File: src/rtl/reg_context_engine_if.sv
// Register-file and memory channels of the context engine.
// master = engine side, slave = register file / memory side.
interface reg_context_engine_if #(
    parameter int REG_DATA_WIDTH = 32,
    parameter int REG_SEL_BITS   = 5,
    parameter int ADDRESS_BITS   = 20
);
    logic [REG_SEL_BITS-1:0]   rf_read_sel;
    logic [REG_DATA_WIDTH-1:0] rf_read_data;
    logic                      rf_wEn;
    logic [REG_SEL_BITS-1:0]   rf_write_sel;
    logic [REG_DATA_WIDTH-1:0] rf_write_data;
    logic                      mem_req_valid;
    logic                      mem_req_ready;
    logic                      mem_req_write;
    logic [ADDRESS_BITS-1:0]   mem_req_addr;
    logic [REG_DATA_WIDTH-1:0] mem_req_data;
    logic                      mem_rsp_valid;
    logic [REG_DATA_WIDTH-1:0] mem_rsp_data;

    modport master (
        output rf_read_sel, rf_wEn, rf_write_sel, rf_write_data,
        output mem_req_valid, mem_req_write, mem_req_addr, mem_req_data,
        input  rf_read_data, mem_req_ready, mem_rsp_valid, mem_rsp_data
    );

    modport slave (
        input  rf_read_sel, rf_wEn, rf_write_sel, rf_write_data,
        input  mem_req_valid, mem_req_write, mem_req_addr, mem_req_data,
        output rf_read_data, mem_req_ready, mem_rsp_valid, mem_rsp_data
    );
endinterface

File: src/rtl/reg_context_engine.sv
// Saves registers 1..N-1 to a memory context area or restores them from it.
// All outputs are decoded from registered state only.
module reg_context_engine #(
    parameter int REG_DATA_WIDTH = 32,
    parameter int REG_SEL_BITS   = 5,
    parameter int ADDRESS_BITS   = 20
) (
    input  logic                    clock,
    input  logic                    reset,
    input  logic                    save_req,
    input  logic                    restore_req,
    input  logic [ADDRESS_BITS-1:0] base_addr,
    output logic                    busy,
    output logic                    done,
    reg_context_engine_if.master    bus
);

    typedef enum logic [2:0] {
        IDLE,
        SAVE_RD,
        SAVE_REQ,
        RST_REQ,
        RST_WAIT,
        RST_WR,
        DONE
    } state_t;

    state_t                    state_q, state_d;
    logic [REG_SEL_BITS-1:0]   idx_q, idx_d;
    logic [REG_DATA_WIDTH-1:0] data_q, data_d;
    logic [ADDRESS_BITS-1:0]   base_q, base_d;

    logic [ADDRESS_BITS-1:0] offset_w;
    logic [ADDRESS_BITS-1:0] addr_w;
    logic                    last_w;

    // Word offset of the current register; the sum wraps in the address space.
    assign offset_w = ADDRESS_BITS'({idx_q, 2'b00});
    assign addr_w   = base_q + offset_w;
    assign last_w   = &idx_q;

    // Next-state sequencing; requests are only looked at in IDLE.
    always_comb begin
        state_d = state_q;
        idx_d   = idx_q;
        data_d  = data_q;
        base_d  = base_q;
        unique case (state_q)
            IDLE: begin
                if (save_req) begin
                    base_d  = base_addr;
                    idx_d   = REG_SEL_BITS'(1);
                    state_d = SAVE_RD;
                end else if (restore_req) begin
                    base_d  = base_addr;
                    idx_d   = REG_SEL_BITS'(1);
                    state_d = RST_REQ;
                end
            end
            SAVE_RD: begin
                data_d  = bus.rf_read_data;
                state_d = SAVE_REQ;
            end
            SAVE_REQ: begin
                if (bus.mem_req_ready) begin
                    if (last_w) begin
                        state_d = DONE;
                    end else begin
                        idx_d   = idx_q + 1'b1;
                        state_d = SAVE_RD;
                    end
                end
            end
            RST_REQ: begin
                if (bus.mem_req_ready) begin
                    state_d = RST_WAIT;
                end
            end
            RST_WAIT: begin
                if (bus.mem_rsp_valid) begin
                    data_d  = bus.mem_rsp_data;
                    state_d = RST_WR;
                end
            end
            RST_WR: begin
                if (last_w) begin
                    state_d = DONE;
                end else begin
                    idx_d   = idx_q + 1'b1;
                    state_d = RST_REQ;
                end
            end
            DONE: begin
                state_d = IDLE;
            end
            default: begin
                state_d = IDLE;
            end
        endcase
    end

    // State registers with synchronous reset that aborts any operation.
    always_ff @(posedge clock) begin
        if (reset) begin
            state_q <= IDLE;
            idx_q   <= '0;
            data_q  <= '0;
            base_q  <= '0;
        end else begin
            state_q <= state_d;
            idx_q   <= idx_d;
            data_q  <= data_d;
            base_q  <= base_d;
        end
    end

    assign busy = (state_q != IDLE);
    assign done = (state_q == DONE);

    assign bus.rf_read_sel   = idx_q;
    assign bus.rf_wEn        = (state_q == RST_WR);
    assign bus.rf_write_sel  = bus.rf_wEn ? idx_q : '0;
    assign bus.rf_write_data = bus.rf_wEn ? data_q : '0;

    assign bus.mem_req_valid = (state_q == SAVE_REQ) || (state_q == RST_REQ);
    assign bus.mem_req_write = (state_q == SAVE_REQ);
    assign bus.mem_req_addr  = bus.mem_req_valid ? addr_w : '0;
    assign bus.mem_req_data  = bus.mem_req_write ? data_q : '0;

endmodule

File: src/flat_wrapper.sv
// flat-port wrapper written by rule: the top's interface ports become plain ports
module reg_context_engine_flat 
#(
    parameter int REG_DATA_WIDTH = 32,
    parameter int REG_SEL_BITS   = 5,
    parameter int ADDRESS_BITS   = 20
)
  (clock, reset, save_req, restore_req, base_addr, busy, done, bus_rf_read_sel, bus_rf_wEn, bus_rf_write_sel, bus_rf_write_data, bus_mem_req_valid, bus_mem_req_write, bus_mem_req_addr, bus_mem_req_data, bus_rf_read_data, bus_mem_req_ready, bus_mem_rsp_valid, bus_mem_rsp_data);
  reg_context_engine_if #(.REG_DATA_WIDTH(REG_DATA_WIDTH), .REG_SEL_BITS(REG_SEL_BITS), .ADDRESS_BITS(ADDRESS_BITS)) bus_i ();
  input  logic clock;
  input  logic reset;
  input  logic save_req;
  input  logic restore_req;
  input  logic [ADDRESS_BITS-1:0] base_addr;
  output logic busy;
  output logic done;
  output wire logic [$bits(bus_i.rf_read_sel)-1:0] bus_rf_read_sel;
  output wire logic [$bits(bus_i.rf_wEn)-1:0] bus_rf_wEn;
  output wire logic [$bits(bus_i.rf_write_sel)-1:0] bus_rf_write_sel;
  output wire logic [$bits(bus_i.rf_write_data)-1:0] bus_rf_write_data;
  output wire logic [$bits(bus_i.mem_req_valid)-1:0] bus_mem_req_valid;
  output wire logic [$bits(bus_i.mem_req_write)-1:0] bus_mem_req_write;
  output wire logic [$bits(bus_i.mem_req_addr)-1:0] bus_mem_req_addr;
  output wire logic [$bits(bus_i.mem_req_data)-1:0] bus_mem_req_data;
  input wire logic [$bits(bus_i.rf_read_data)-1:0] bus_rf_read_data;
  input wire logic [$bits(bus_i.mem_req_ready)-1:0] bus_mem_req_ready;
  input wire logic [$bits(bus_i.mem_rsp_valid)-1:0] bus_mem_rsp_valid;
  input wire logic [$bits(bus_i.mem_rsp_data)-1:0] bus_mem_rsp_data;
  assign bus_rf_read_sel = bus_i.rf_read_sel;
  assign bus_rf_wEn = bus_i.rf_wEn;
  assign bus_rf_write_sel = bus_i.rf_write_sel;
  assign bus_rf_write_data = bus_i.rf_write_data;
  assign bus_mem_req_valid = bus_i.mem_req_valid;
  assign bus_mem_req_write = bus_i.mem_req_write;
  assign bus_mem_req_addr = bus_i.mem_req_addr;
  assign bus_mem_req_data = bus_i.mem_req_data;
  assign bus_i.rf_read_data = bus_rf_read_data;
  assign bus_i.mem_req_ready = bus_mem_req_ready;
  assign bus_i.mem_rsp_valid = bus_mem_rsp_valid;
  assign bus_i.mem_rsp_data = bus_mem_rsp_data;
  reg_context_engine #(.REG_DATA_WIDTH(REG_DATA_WIDTH), .REG_SEL_BITS(REG_SEL_BITS), .ADDRESS_BITS(ADDRESS_BITS)) u_core (.clock(clock), .reset(reset), .save_req(save_req), .restore_req(restore_req), .base_addr(base_addr), .busy(busy), .done(done), .bus(bus_i));
endmodule
File: config.mk
export PLATFORM = sky130hd
export DESIGN_NAME = reg_context_engine_flat
export DESIGN_NICKNAME = d
export VERILOG_FILES = /design/src/rtl/reg_context_engine_if.sv /design/src/rtl/reg_context_engine.sv /design/src/flat_wrapper.sv
export SDC_FILE = /design/constraint.sdc
export NUM_CORES = 1
export LEC_CHECK = 0
export BUFFER_PORTS_ARGS = -buffer_cell sky130_fd_sc_hd__buf_2
export CAP_MARGIN = 20
export CORE_AREA = 2 2 116 118
export CTS_CLUSTER_SIZE = 24
export DETAILED_ROUTE_END_ITERATION = 6
export DIE_AREA = 0 0 118 120
export PLACE_DENSITY = 0.59
export SYNTH_ARGS = -nofsm -noshare
export SYNTH_HDL_FRONTEND = slang
export SYNTH_SLANG_ARGS = --single-unit
File: constraint.sdc
create_clock -name clock -period 2.45 [get_ports clock]
set_input_delay 0.1225 -clock clock [delete_from_list [all_inputs] [get_ports clock]]
set_output_delay 0.1225 -clock clock [all_outputs]
set_load 0.01 [all_outputs]
# After elaboration in Yosys (flattened, before gate mapping)
# Cells that the tools add are included.
# W data, S select, Z words.
dict set report op_classes {
  addsub 2
  eq_ne 10
  n_mux 21
  n_reduce_logical 11
}
# operator count
set ops {}
lappend ops {{$mux W32} 3}
lappend ops {{$pmux W32 S2} 1}
lappend ops {{$mux W20} 3}
lappend ops {{$mux W5} 5}
lappend ops {{$mux W3} 7}
lappend ops {{$add A20 B7 Y20} 1}
lappend ops {{$pmux W3 S6} 1}
lappend ops {{$pmux W5 S3} 1}
lappend ops {{$eq A3 B3 Y1 const B} 3}
lappend ops {{$eq A3 B2 Y1 const B} 2}
lappend ops {{$ne A2 B2 Y1 const B} 3}
lappend ops {{$reduce_bool A3 Y1} 2}
lappend ops {{$add A5 B1 Y5 const B} 1}
lappend ops {{$reduce_and A5 Y1} 1}
lappend ops {{$reduce_and A2 Y1} 2}
lappend ops {{$reduce_and A4 Y1} 1}
lappend ops {{$reduce_bool A2 Y1} 2}
lappend ops {{$eq A3 B1 Y1 const B} 1}
lappend ops {{$logic_not A3 Y1} 1}
lappend ops {{$ne A3 B3 Y1 const B} 1}
lappend ops {{$reduce_and A3 Y1} 1}
lappend ops {{$logic_or A1 B1 Y1} 1}
dict set report word_totals {
  reg_bits 60
  input_bits 90
  output_inout_bits 99
  word_cells 48
}

# Logic depth before layout (Yosys ltp)
dict set report depth {
  word_depth 4
  depth_mapped 8
  depth_no_buf 8
}

# Worst setup path after synthesis
# Ideal clock, no wire load.
dict set report synth_timing {
  path_kind {flip-flop to output port}
  from {register u_core.idx_q[0], in the netlist u_core.bus.rf_read_sel[0]}
  to {output bus_mem_req_addr[10]}
  t_arrival_ns 1.913
  required_time_ns 2.328
  setup_slack_ns 0.415
  path_stages_with_launch 9
  path_buffers 0
  cell_sequence {dfxtp_1 -> ha_1 -> inv_1 -> fa_1 -> nor2b_1 -> o31a_1 -> o2111ai_1 -> xor2_1 -> nor2_1}
}
dict set report synth_between {
  elab_chain_cells 2
}
# item line
set synth_lines {}
lappend synth_lines {{start: declaration} reg_context_engine.sv:29} ;# logic [REG_SEL_BITS-1:0] idx_q, idx_d;
lappend synth_lines {{start signal: assignment} reg_context_engine.sv:111} ;# idx_q <= idx_d;
lappend synth_lines {{$add A20 B7 Y20} reg_context_engine.sv:39} ;# assign addr_w = base_q + offset_w;
lappend synth_lines {{$mux W20} reg_context_engine.sv:127} ;# assign bus.mem_req_addr = bus.mem_req_valid ? addr_w : '0;
lappend synth_lines {{end: declaration} flat_wrapper.sv:23} ;# output wire logic [$bits(bus_i.mem_req_addr)-1:0] bus_mem_req_addr;
# Every way passes these cells.

# Worst setup path after layout
# Ends and elaborated chain as after synthesis.

==> impl_metrics.py <==
metrics = {
    "layout": {
        "fin_nets": 735,
        "antenna_cells": 0,
        "multiInputGateArea_um2": 2410,
        "final_layout_size_suffix_gt1_share_pct": 40.7,
        "ff_latch_area_um2": 1210,
        "fin_cells": 818,
        "fill_cells": 1362,
        "synthToLayoutAreaGrowth_pct": 38.0,
    },
    "sta": {
        "fin_setup_tns_ns": 0,
        "post-route-min-period_ns": 2.33,
        "period_share_pct": 94.9,
        "tightest_slew_ns": 0.580,
        "finalMaxSlewViolations": 0,
        "slew_headroom_pct": 61.3,
        "clock_skew_ns": 0.00559,
        "hold_viol": 0,
        "clock.fmax_mhz": 430,
        "final-setup-viol-count": 0,
        "rsz0062_at_grt": "false",
    },
    "logic_synthesis": {
        "synth_seq_area_share_pct": 31.6,
        "yosysMostFrequentCell": "and2_1",
        "syn_area_um2": 3800,
        "ys_warn_count": 0,
        "synth_top_flop_cell": "dfxtp_1",
        "synth-edff-count": 0,
        "synth_commonest_cells": "and2_1 (73), dfxtp_1 (60), nor2_1 (59)",
        "yosys.area.top_type": "dfxtp_1",
        "syn_inst": 459,
        "ys_seq_elements": 60,
        "synth.top_cell.area_share_pct": 31.6,
        "yosys-top-cells-area": "dfxtp_1 (32%), and2_1 (12%), a211oi_2 (9.9%), mux2i_1 (8.4%), nor2_1 (5.8%)",
        "synthDistinctLibCells": 43,
        "avgSynthCellArea_um2": 8.28,
        "async_flop_share_pct": 0,
        "synth_nets": 557,
    },
    "setup_path": {
        "critical_path.max_fanout": 7,
        "crit_chain": "ha_4, inv_1, fa_2, nor2b_4, o31a_1, buf_4, o2111ai_1, xor2_1, nor2_1, buf_2",
        "cp-start-kind": "flip-flop",
        "slowest_delay_ns": 0.39,
        "critPathKind": "flip-flop to output pin",
        "cp_slowest_cell": "dfxtp_4",
        "worstPathArrival_ns": 2.20,
        "cp.required_ns": 2.33,
        "end_kind": "output pin",
    },
    "floorplan": {
        "die_h_um": 120,
        "die_area_um2": 14200,
        "die_x_um": 118,
        "io_pins": 189,
        "rows": 42,
        "start_util_pct": 29.3,
        "coreArea_um2": 13000,
    },
    "power_and_ir_drop": {
        "power_density_nw_per_um2": 619,
        "p_leak_nw": 2.38,
        "switching_share_pct": 30.2,
        "seqPwrFrac_pct": 37.4,
        "power_frac_clock_pct": 39.1,
        "internal_power_mw": 2.27,
        "netSwitchingPower_uw": 978,
        "p_total_mw": 3.24,
        "combPwrFrac_pct": 23.4,
        "ir_worst_vdd_uv": 293,
    },
    "routing": {
        "drt-initial-drc-count": 143,
        "routedWlPerCell_um": 13.7,
        "viasPerCell": 4.64,
        "drtAntennaViolNets": 0,
        "routed_wirelength_um": 11200,
        "vias": 3798,
        "drc": 0,
        "dr.pass1.iters": 4,
    },
    "global_route": {
        "track_usage_pct": 15.7,
        "overflow": 0,
        "busiest_layer": "met2",
        "grt_pass1_vias": 3642,
        "grt_util_met2_pct": 28.1,
        "grt_start_max_net_pins": 65,
        "grt_first_pass_wirelength_um": 17900,
        "antenna_found_initial": 0,
        "met3_usage_pct": 4.42,
        "met1_usage_pct": 18.0,
    },
    "placed_design": {
        "dp.cells": 801,
        "port_buffers": 188,
        "gp_congestion": 0.764,
        "hpwlAfterDp_um": 8490,
    },
    "status": {
        "status": "completed",
    },
    "clock_tree": {
        "clockRootBuffer": "clkbuf_16",
        "cts_tree": "done",
        "cts_max_path_buffers": 2,
        "hold_buffers": 0,
        "insertion_delay_ns": 0.32,
        "cts.sink_count": 60,
        "clkSlewWorstSetupHoldPaths_ns": 0.05,
        "cts_made_buffers": 9,
        "htreeDepth": 3,
    },
    "min_path": {
        "hold_class": "primary input to flip-flop",
    },
    "flow_run": {
        "cap_violations": 0,
    },
}
worst max-delay path: cells and delay by family (launching register included):
| family | cells | cell delay [ns] |
|---|---|---|
| adder cells (fa/ha/maj) | 2 | 0.51 |
| flip-flops | 1 | 0.39 |
| buffers and inverters | 3 | 0.33 |
| AO/OA/AOI/OAI | 2 | 0.26 |
| AND/OR/NAND/NOR | 2 | 0.23 |
| XOR/XNOR | 1 | 0.17 |
final cells by class:
class,count,share of cell area (%)
clock buffer,12,4.89
multi-input combinational,358,45.9
sequential,60,23.0
clock inverter,4,0.907
inverter,8,0.668
tap,176,4.20
timing repair buffer,200,20.4
layer usage:
layer | part of all wire (%) | vias to the layer above
li1 | - | 1931
met1 | 43 | 1724
met2 | 49 | 132
met3 | 6.5 | 11
met4 | 1.4 | 0
met5 | 0 | -
metrics by stage:
step / instance area, um2 / hold slack, ns / setup WS, ns / utilization [%]
after floorplan: 3800 / 0.258 / 0.415 / -
after global placement: 4900 / 0.363 / 0.236 / 37.7
after detailed placement: 4900 / 0.368 / 0.132 / 37.7
after CTS: 5220 / 0.0163 / 0.00385 / 40.2
after global routing: 5240 / 0.0155 / 0.0200 / 40.4
final: 5240 / 0.0329 / 0.124 / 40.4
layout by cell type, fill, tap and decap left out, drive strengths merged, types with 5 or more instances in the layout:
cell and instances:
a211oi 35, ha 7, nor2 59, buf 200
nand2 49, clkbuf 12, dfxtp 60, a21oi 29
mux2i 32, inv 8, nand3 7, xor2 11
o21ai 12, nand4 5, and2 73, nor3 7
flip-flops by register name, indices dropped and copies added (netlist names):
name / flops
u_core.data_q: 32
u_core.bus.rf_read_sel: 5
u_core.state_q: 3
u_core.base_q: 20
power by group through the flow:
stage	clock network, mW	registers, mW	logic [mW]
2_1_floorplan	0	1.19	0.544
3_3_place_gp	0	1.22	0.743
3_5_place_dp	0	1.23	0.766
4_1_cts	1.32	1.21	0.770
5_1_grt	1.36	1.23	0.849
6_report	1.27	1.21	0.760
cells by family (layout without fill, tap and decap cells):
kind of cell | after synthesis | in the layout | synth area share (%)
mux | 32 | 32 | 8.43
simple gates | 217 | 217 | 28.9
compound gates | 89 | 89 | 19.6
fa+ha+maj | 8 | 8 | 2.83
xor+xnor | 12 | 12 | 2.77
buf+inv | 41 | 224 | 5.86
flops | 60 | 60 | 31.6
final timing paths:
check,startpoint,end,slack (ns),cells past startpoint
worst min-delay path,base_addr[4],u_core.base_q[4],0.03,3
worst min register to register,u_core.base_q[0],u_core.base_q[0],0.45,2
worst max-delay path,u_core.bus.rf_read_sel[0],bus_mem_req_addr[10],0.12,10
worst max register to register,u_core.bus.rf_read_sel[0],u_core.bus.rf_read_sel[2],0.34,8
what timing repair did:
| item | CTS | global route |
|---|---|---|
| gates resized for setup | 5 | 7 |
| buffers inserted | 1 | 0 |
| hold endpoints to repair | 0 | 0 |
| setup endpoints to repair | 7 | 9 |
| pin swaps | 1 | 0 |
| gates cloned | 0 | 0 |
Power figures use the tool's default switching activity.
